$ cat config.mk
export PLATFORM = sky130hd
export DESIGN_NAME = telemetry_fifo_writer_flat
export DESIGN_NICKNAME = d
export VERILOG_FILES = /design/src/rtl/telemetry_fifo_writer_pkg.sv /design/src/rtl/telemetry_fifo_writer_if.sv /design/src/rtl/telemetry_checksum16.sv /design/src/rtl/telemetry_fifo_writer.sv /design/src/flat_wrapper.sv
export SDC_FILE = /design/constraint.sdc
export NUM_CORES = 1
export LEC_CHECK = 0
export BUFFER_PORTS_ARGS = -buffer_cell sky130_fd_sc_hd__buf_4
export CAP_MARGIN = 20
export CORE_MARGIN = 3
export CORE_UTILIZATION = 57
export CTS_CLUSTER_DIAMETER = 100
export DETAILED_ROUTE_END_ITERATION = 12
export PLACE_DENSITY = 0.8
export SYNTH_ARGS = -nofsm -noshare
export SYNTH_HDL_FRONTEND = slang
export SYNTH_HIERARCHICAL = 1
export SYNTH_SLANG_ARGS = --single-unit
$ cat constraint.sdc
create_clock -name clk_clk -period 7 [get_ports clk_clk]
set_clock_uncertainty 0.05 [all_clocks]
set_input_delay 0.35 -clock clk_clk [delete_from_list [all_inputs] [get_ports clk_clk]]
set_output_delay 0.35 -clock clk_clk [all_outputs]
set_load 0.005 [all_outputs]
$ cat src/rtl/telemetry_fifo_writer_pkg.sv
// Shared types and constants for the telemetry frame writer.
package telemetry_fifo_writer_pkg;

    typedef enum logic [1:0] {
        ST_IDLE,
        ST_CSR_RD,
        ST_CSR_WAIT,
        ST_WRITE
    } state_t;

    localparam int unsigned FRAME_WORDS       = 4;
    localparam logic [2:0]  CSR_FILL_ADDR     = 3'd0;
    localparam logic [15:0] FRAME_TAG_DEFAULT = 16'hA55A;

    // One captured set of telemetry values.
    typedef struct packed {
        logic [15:0] temp;
        logic [15:0] temp2;
        logic [15:0] pw_fwd;
        logic [15:0] pw_rev;
        logic [15:0] iter;
    } snapshot_t;

endpackage

$ cat src/rtl/telemetry_fifo_writer_if.sv
// Data and CSR ports of the FPGA-to-HPS FIFO as seen by the frame writer.
interface telemetry_fifo_writer_if;

    logic [31:0] fifo_writedata;
    logic        fifo_write;
    logic [2:0]  fifo_csr_address;
    logic        fifo_csr_read;
    logic [31:0] fifo_csr_readdata;
    logic        fifo_csr_write;
    logic [31:0] fifo_csr_writedata;

    modport master (
        output fifo_writedata, fifo_write,
        output fifo_csr_address, fifo_csr_read, fifo_csr_write, fifo_csr_writedata,
        input  fifo_csr_readdata
    );

    modport slave (
        input  fifo_writedata, fifo_write,
        input  fifo_csr_address, fifo_csr_read, fifo_csr_write, fifo_csr_writedata,
        output fifo_csr_readdata
    );

endinterface

$ cat src/rtl/telemetry_checksum16.sv
// Seven-input modulo-2^16 adder producing the frame checksum.
module telemetry_checksum16 (
    input  logic [15:0] in0_i,
    input  logic [15:0] in1_i,
    input  logic [15:0] in2_i,
    input  logic [15:0] in3_i,
    input  logic [15:0] in4_i,
    input  logic [15:0] in5_i,
    input  logic [15:0] in6_i,
    output logic [15:0] sum_o
);

    // Carries out of bit 15 are simply discarded.
    assign sum_o = in0_i + in1_i + in2_i + in3_i + in4_i + in5_i + in6_i;

endmodule

$ cat src/rtl/telemetry_fifo_writer.sv
// Frames telemetry snapshots into four 32-bit words and pushes them into the
// FPGA-to-HPS FIFO after checking its fill level; one trigger can wait as pending.
module telemetry_fifo_writer
    import telemetry_fifo_writer_pkg::*;
#(
    parameter int          FIFO_DEPTH = 256,
    parameter logic [15:0] FRAME_TAG  = FRAME_TAG_DEFAULT
) (
    input  logic                          clk_clk,
    input  logic                          reset_reset,
    input  logic                          enable,
    input  logic                          sample_valid,
    input  logic [15:0]                   temperature,
    input  logic [15:0]                   temperature2,
    input  logic [15:0]                   pw_forward,
    input  logic [15:0]                   pw_reversed,
    input  logic [15:0]                   iteration_number,
    telemetry_fifo_writer_if.master       fifo,
    output logic                          busy,
    output logic [15:0]                   frame_count,
    output logic [15:0]                   drop_count
);

    localparam logic [1:0] LAST_WORD = 2'(FRAME_WORDS - 1);

    state_t      state_q, state_d;
    logic [1:0]  idx_q, idx_d;
    snapshot_t   snap_q, snap_d, pend_snap_q, pend_snap_d, in_snap;
    logic        pending_q, pending_d;
    logic [15:0] seq_q, seq_d, frame_q, frame_d, drop_q, drop_d;
    logic [15:0] chk;
    logic        trig, room_ok, can_start;
    logic [1:0]  drop_inc;
    logic [16:0] drop_sum;

    assign trig    = sample_valid && enable;
    assign in_snap = '{temp: temperature, temp2: temperature2, pw_fwd: pw_forward,
                       pw_rev: pw_reversed, iter: iteration_number};
    // Wide compare so a fill level above FIFO_DEPTH reads as "no room".
    assign room_ok = ({1'b0, fifo.fifo_csr_readdata} + 33'(FRAME_WORDS)) <= 33'(FIFO_DEPTH);

    telemetry_checksum16 u_chk (
        .in0_i (FRAME_TAG),
        .in1_i (seq_q),
        .in2_i (snap_q.temp),
        .in3_i (snap_q.temp2),
        .in4_i (snap_q.pw_fwd),
        .in5_i (snap_q.pw_rev),
        .in6_i (snap_q.iter),
        .sum_o (chk)
    );

    assign fifo.fifo_csr_write     = 1'b0;
    assign fifo.fifo_csr_writedata = '0;
    assign busy        = (state_q != ST_IDLE) || pending_q;
    assign frame_count = frame_q;
    assign drop_count  = drop_q;

    // Next-state, counter updates and FIFO/CSR outputs.
    always_comb begin
        state_d               = state_q;
        idx_d                 = idx_q;
        snap_d                = snap_q;
        pend_snap_d           = pend_snap_q;
        pending_d             = pending_q;
        seq_d                 = seq_q;
        frame_d               = frame_q;
        drop_inc              = '0;
        can_start             = 1'b0;
        fifo.fifo_write       = 1'b0;
        fifo.fifo_writedata   = '0;
        fifo.fifo_csr_read    = 1'b0;
        fifo.fifo_csr_address = '0;

        unique case (state_q)
            ST_IDLE: can_start = 1'b1;
            ST_CSR_RD: begin
                fifo.fifo_csr_read    = 1'b1;
                fifo.fifo_csr_address = CSR_FILL_ADDR;
                state_d               = ST_CSR_WAIT;
            end
            ST_CSR_WAIT: begin
                if (room_ok) begin
                    state_d = ST_WRITE;
                    idx_d   = '0;
                end else begin
                    drop_inc  = drop_inc + 2'd1;
                    state_d   = ST_IDLE;
                    can_start = 1'b1;
                end
            end
            ST_WRITE: begin
                fifo.fifo_write = 1'b1;
                unique case (idx_q)
                    2'd0:    fifo.fifo_writedata = {FRAME_TAG, seq_q};
                    2'd1:    fifo.fifo_writedata = {snap_q.temp, snap_q.temp2};
                    2'd2:    fifo.fifo_writedata = {snap_q.pw_fwd, snap_q.pw_rev};
                    default: fifo.fifo_writedata = {snap_q.iter, chk};
                endcase
                if (idx_q == LAST_WORD) begin
                    seq_d     = seq_q + 16'd1;
                    frame_d   = (frame_q == '1) ? frame_q : frame_q + 16'd1;
                    state_d   = ST_IDLE;
                    can_start = 1'b1;
                end else begin
                    idx_d = idx_q + 2'd1;
                end
            end
            default: state_d = ST_IDLE;
        endcase

        // A trigger on the frame's last cycle starts the next frame directly;
        // that is the same timing as capturing it as pending and promoting it.
        if (can_start && pending_q) begin
            state_d   = ST_CSR_RD;
            snap_d    = pend_snap_q;
            pending_d = 1'b0;
        end
        if (trig) begin
            if (pending_q) begin
                drop_inc = drop_inc + 2'd1;
            end else if (can_start) begin
                state_d = ST_CSR_RD;
                snap_d  = in_snap;
            end else begin
                pending_d   = 1'b1;
                pend_snap_d = in_snap;
            end
        end

        drop_sum = {1'b0, drop_q} + 17'(drop_inc);
        drop_d   = drop_sum[16] ? '1 : drop_sum[15:0];
    end

    // State, snapshot and counter registers.
    always_ff @(posedge clk_clk or posedge reset_reset) begin
        if (reset_reset) begin
            state_q     <= ST_IDLE;
            idx_q       <= '0;
            snap_q      <= '0;
            pend_snap_q <= '0;
            pending_q   <= 1'b0;
            seq_q       <= '0;
            frame_q     <= '0;
            drop_q      <= '0;
        end else begin
            state_q     <= state_d;
            idx_q       <= idx_d;
            snap_q      <= snap_d;
            pend_snap_q <= pend_snap_d;
            pending_q   <= pending_d;
            seq_q       <= seq_d;
            frame_q     <= frame_d;
            drop_q      <= drop_d;
        end
    end

endmodule

$ cat src/flat_wrapper.sv
// flat-port wrapper written by rule: the top's interface ports become plain ports
module telemetry_fifo_writer_flat import telemetry_fifo_writer_pkg::*;
#(
    parameter int          FIFO_DEPTH = 256,
    parameter logic [15:0] FRAME_TAG  = FRAME_TAG_DEFAULT
)
  (clk_clk, reset_reset, enable, sample_valid, temperature, temperature2, pw_forward, pw_reversed, iteration_number, busy, frame_count, drop_count, fifo_fifo_writedata, fifo_fifo_write, fifo_fifo_csr_address, fifo_fifo_csr_read, fifo_fifo_csr_write, fifo_fifo_csr_writedata, fifo_fifo_csr_readdata);
  telemetry_fifo_writer_if fifo_i ();
  input  logic clk_clk;
  input  logic reset_reset;
  input  logic enable;
  input  logic sample_valid;
  input  logic [15:0] temperature;
  input  logic [15:0] temperature2;
  input  logic [15:0] pw_forward;
  input  logic [15:0] pw_reversed;
  input  logic [15:0] iteration_number;
  output logic busy;
  output logic [15:0] frame_count;
  output logic [15:0] drop_count;
  output wire logic [$bits(fifo_i.fifo_writedata)-1:0] fifo_fifo_writedata;
  output wire logic [$bits(fifo_i.fifo_write)-1:0] fifo_fifo_write;
  output wire logic [$bits(fifo_i.fifo_csr_address)-1:0] fifo_fifo_csr_address;
  output wire logic [$bits(fifo_i.fifo_csr_read)-1:0] fifo_fifo_csr_read;
  output wire logic [$bits(fifo_i.fifo_csr_write)-1:0] fifo_fifo_csr_write;
  output wire logic [$bits(fifo_i.fifo_csr_writedata)-1:0] fifo_fifo_csr_writedata;
  input wire logic [$bits(fifo_i.fifo_csr_readdata)-1:0] fifo_fifo_csr_readdata;
  assign fifo_fifo_writedata = fifo_i.fifo_writedata;
  assign fifo_fifo_write = fifo_i.fifo_write;
  assign fifo_fifo_csr_address = fifo_i.fifo_csr_address;
  assign fifo_fifo_csr_read = fifo_i.fifo_csr_read;
  assign fifo_fifo_csr_write = fifo_i.fifo_csr_write;
  assign fifo_fifo_csr_writedata = fifo_i.fifo_csr_writedata;
  assign fifo_i.fifo_csr_readdata = fifo_fifo_csr_readdata;
  telemetry_fifo_writer #(.FIFO_DEPTH(FIFO_DEPTH), .FRAME_TAG(FRAME_TAG)) u_core (.clk_clk(clk_clk), .reset_reset(reset_reset), .enable(enable), .sample_valid(sample_valid), .temperature(temperature), .temperature2(temperature2), .pw_forward(pw_forward), .pw_reversed(pw_reversed), .iteration_number(iteration_number), .fifo(fifo_i), .busy(busy), .frame_count(frame_count), .drop_count(drop_count));
endmodule
==> flow_metrics.env <==
export IMPL_async_flop_share_pct=100
export IMPL_portBuffers=182
export IMPL_startpoint="u_core/seq_q[9]$_DFFE_PP0P_"
export IMPL_cp_cell_sequence="inv_1 -> fa_1 -> inv_1 -> fa_1 -> inv_1 -> fa_1 -> fa_1 -> inv_1 -> ha_1 -> a21oi_1 -> o21bai_1 -> a21o_1 -> a211oi_2 -> a21oi_1 -> xnor2_1 -> a21oi_1 -> nor2_1 -> buf_4"
export IMPL_hp_class="in -> async"
export IMPL_setup_ws_ns=1.48
export IMPL_antenna_left=0
export IMPL_synth_area_top_cells="dfrtp_1 (40%), fa_1 (11%), mux2_1 (6.8%)"
export IMPL_area_growth_pct=17.3
export IMPL_cts_buffers=24
export IMPL_drtIter0Drc=796
export IMPL_final_setup_viol_count=0
export IMPL_synth_edff_count=0
export IMPL_cp_top_family="adder cells"
export IMPL_cts_root_buffer="clkbuf_16"
export IMPL_clk_pin_slew_ns=0.06
export IMPL_path_max_fanout=6
export IMPL_period_minus_slack_ns=5.52
export IMPL_worstRegToRegCells=13
export IMPL_r2r_slack_ns=3.60
export IMPL_antenna_found_initial=1
export IMPL_synth_top_family_by_area="compound AO/OA/AOI/OAI gates"
export IMPL_die_h_um=159
export IMPL_initial_utilization_pct=58.2
export IMPL_netlist_area_mm2=0.0133
export IMPL_hpwl_mm=24.7
export IMPL_status="finished, violations left"
export IMPL_overflow=0
export IMPL_seq_area_frac_synth_pct=40.2
export IMPL_critPathLaunchType="flip-flop"
export IMPL_r2r_end="u_core/drop_count[6]$_DFF_PP0_"
export IMPL_synthMuxAreaShare_pct=7.28
export IMPL_synthCells=1267
export IMPL_drive_gt1_share_pct=17.6
export IMPL_synth_seq_cells=213
export IMPL_drv_cap=0
export IMPL_synth_fa_ha_area_share_pct=13.4
export IMPL_cp_data_required_time_ns=6.60
export IMPL_via_count=10200
export IMPL_drcViolationCount=0
export IMPL_clock_fmax_ghz=0.181
export IMPL_worstPathArrival_ns=5.12
export IMPL_avgSynthCellArea_um2=10.5
export IMPL_grt_pass1_wl_mm=54.5
export IMPL_placed_area_mm2=0.0147
export IMPL_violations="negative hold slack"
export IMPL_path_depth=18
export IMPL_slew_violations=0
export IMPL_clk_latency_ns=0.51
export IMPL_cp_end_kind="output port"
export IMPL_rsz0062_at_grt="no"
export IMPL_drt_wirelength_per_cell_um=19.5
export IMPL_ios=219
export IMPL_yosysWarnings=6
export IMPL_die_x_um=159
export IMPL_max_stage_delay_ns=0.53
export IMPL_synth_compound_area_share_pct=17.0
export IMPL_drtPass1Iterations=6
export IMPL_holdBufCountCts=0
export IMPL_core_mm2=0.0228
export IMPL_gp_congestion=0.938
export IMPL_cts_num_sinks=213
export IMPL_period_share_pct=78.9
export IMPL_worstMarginPinSlew_ns=0.932
export IMPL_cts_setup_buffers=0
export IMPL_cts_resized_gates=0
export IMPL_fp_row_count=55
export IMPL_grt_max_degree=134
export IMPL_fin_tns_setup_ns=0
export IMPL_cts_tree="done"
export IMPL_cp_slowest_cell="fa_1"
export IMPL_fill_cells=1682
export IMPL_htree_levels=1
export IMPL_hold_slack_ns=-0.00909
export IMPL_r2r_start="u_core/state_q[1]$_DFF_PP0_"
export IMPL_die_area_mm2=0.0251
export IMPL_ys_types=68
export IMPL_grtUsageTotal_pct=27.4
export IMPL_stdcell_area_mm2=0.0156
export IMPL_synth_top_area_cell="dfrtp_1"
export IMPL_slew_headroom_pct=37.9
export IMPL_n_antenna_cell=0
export IMPL_synth_xor_area_share_pct=4.43
export IMPL_routed_wl_mm=34.4
export IMPL_first_global_vias=10300
export IMPL_criticalPathCategory="reg -> out"
export IMPL_fin_nets=1653
export IMPL_yosys_area_share_simple_pct=8.56
export IMPL_clk_path_buf_depth=3
export IMPL_ys_dominant_reg_cell="dfrtp_1"
export IMPL_crit_path_end="fifo_fifo_writedata[15]"
export IMPL_synth_top_area_share_pct=40.2
export IMPL_dp_slack_ns=2.02
export IMPL_finalHoldViolations=3
export IMPL_avgViaCountPerCell=5.77
export IMPL_crit_buf_inv=5
cells by family after synthesis:
family          count (synthesis)
mux                            86
buf+inv                       267
xor+xnor                       67
flops                         213
simple gates                  241
other cells                     2
compound gates                293
fa+ha+maj                      98
worst min-delay path by stage:
| stage | cells after the start | end | slack [ns] |
|---|---|---|---|
| 4_1_cts | 2 | u_core/pend_snap_q[62]$_DFFE_PP0P_ | 0.0004 |
| 5_1_grt | 2 | u_core/pend_snap_q[22]$_DFFE_PP0P_ | 0.009 |
| 3_3_place_gp | 1 | u_core/pend_snap_q[36]$_DFFE_PP0P_ | 0.42 |
| 6_report | 2 | u_core/drop_count[5]$_DFF_PP0_ | -0.009 |
| 2_1_floorplan | 1 | u_core/pend_snap_q[0]$_DFFE_PP0P_ | 0.41 |
| 3_5_place_dp | 1 | u_core/frame_count[8]$_DFFE_PP0P_ | 0.43 |
synth_stat cells (all sizes together), types with 3 or more instances:
| cell type | count |
|---|---|
| a31oi | 3 |
| o21a | 7 |
| or3 | 4 |
| inv | 168 |
| nand2 | 51 |
| nand3 | 18 |
| o22ai | 3 |
| a221oi | 9 |
| nor2b | 5 |
| ha | 25 |
| nor3 | 9 |
| nor2 | 106 |
| dfrtp | 213 |
| o2111ai | 3 |
| buf | 59 |
| mux2 | 83 |
| fa | 73 |
| mux2i | 3 |
| nand4 | 15 |
| and3 | 10 |
| a222oi | 16 |
| xor2 | 19 |
| clkbuf | 40 |
| a22oi | 89 |
| o21ai | 11 |
| a21oi | 50 |
| xnor2 | 48 |
| o2bb2ai | 84 |
| nor4 | 8 |
| nand2b | 4 |
through the flow:
step                      instances  utilization, %  hold slack [ns]
after floorplan                1317               -            0.415
after global placement         1724            64.6            0.424
after detailed placement       1724            64.6            0.427
after CTS                      1765            68.1         0.000407
after global routing           1767            68.3          0.00859
final                          1767            68.3         -0.00909
sequential cells by signal, indices dropped and copies added, names as in the netlist:
| signal | flops |
|---|---|
| u_core/frame_count | 16 |
| u_core/pend_snap_q | 80 |
| u_core/pending_q | 1 |
| u_core/idx_q | 2 |
| u_core/seq_q | 16 |
| u_core/drop_count | 16 |
| u_core/state_q | 2 |
| u_core/snap_q | 80 |
layout make-up:
type	count	area [um2]	share of cell area, %
Tap cell	313	392	2.52
Timing Repair Buffer	195	1480	9.54
Sequential cell	213	5330	34.3
Clock buffer	32	692	4.45
Multi-Input combinational cell	837	6910	44.4
Clock inverter	9	105	0.676
Inverter	168	638	4.10
placed cells by master (no fill, tap or decap), types with 4 or more instances in the layout:
| cell type | Yosys | final |
|---|---|---|
| clkbuf_8 | 0 | 4 |
| clkinv_2 | 0 | 4 |
| a221oi_1 | 9 | 9 |
| nor4_1 | 7 | 7 |
| dfrtp_1 | 213 | 212 |
| a222oi_1 | 16 | 16 |
| clkbuf_16 | 0 | 25 |
| nor2b_1 | 4 | 4 |
| xor2_1 | 19 | 19 |
| mux2_1 | 80 | 80 |
| inv_1 | 167 | 166 |
| fa_1 | 73 | 73 |
| conb_1 | 2 | 52 |
| o21ai_0 | 8 | 8 |
| o21a_1 | 7 | 7 |
| nand4_1 | 14 | 14 |
| nand3_1 | 17 | 17 |
| a21oi_1 | 49 | 49 |
| buf_4 | 36 | 193 |
| o2bb2ai_1 | 84 | 84 |
| nand2_1 | 51 | 51 |
| xnor2_1 | 48 | 48 |
| a22oi_1 | 89 | 89 |
| and3_1 | 10 | 10 |
| nor2_1 | 105 | 104 |
| ha_1 | 25 | 24 |
| nand2b_1 | 4 | 4 |
| nor3_1 | 9 | 9 |
metal layers:
| metal | track usage, % | wire (um) | vias to the layer above |
|---|---|---|---|
| li1 | - | - | 4663 |
| met1 | 37.3 | 14200 | 5029 |
| met2 | 43.4 | 16100 | 437 |
| met3 | 6.41 | 2770 | 67 |
| met4 | 10.2 | 1350 | 2 |
| met5 | 0 | 13 | - |
Power is not shown: default switching activity piles up to over one toggle a cycle in this logic, so the estimate is an artifact.
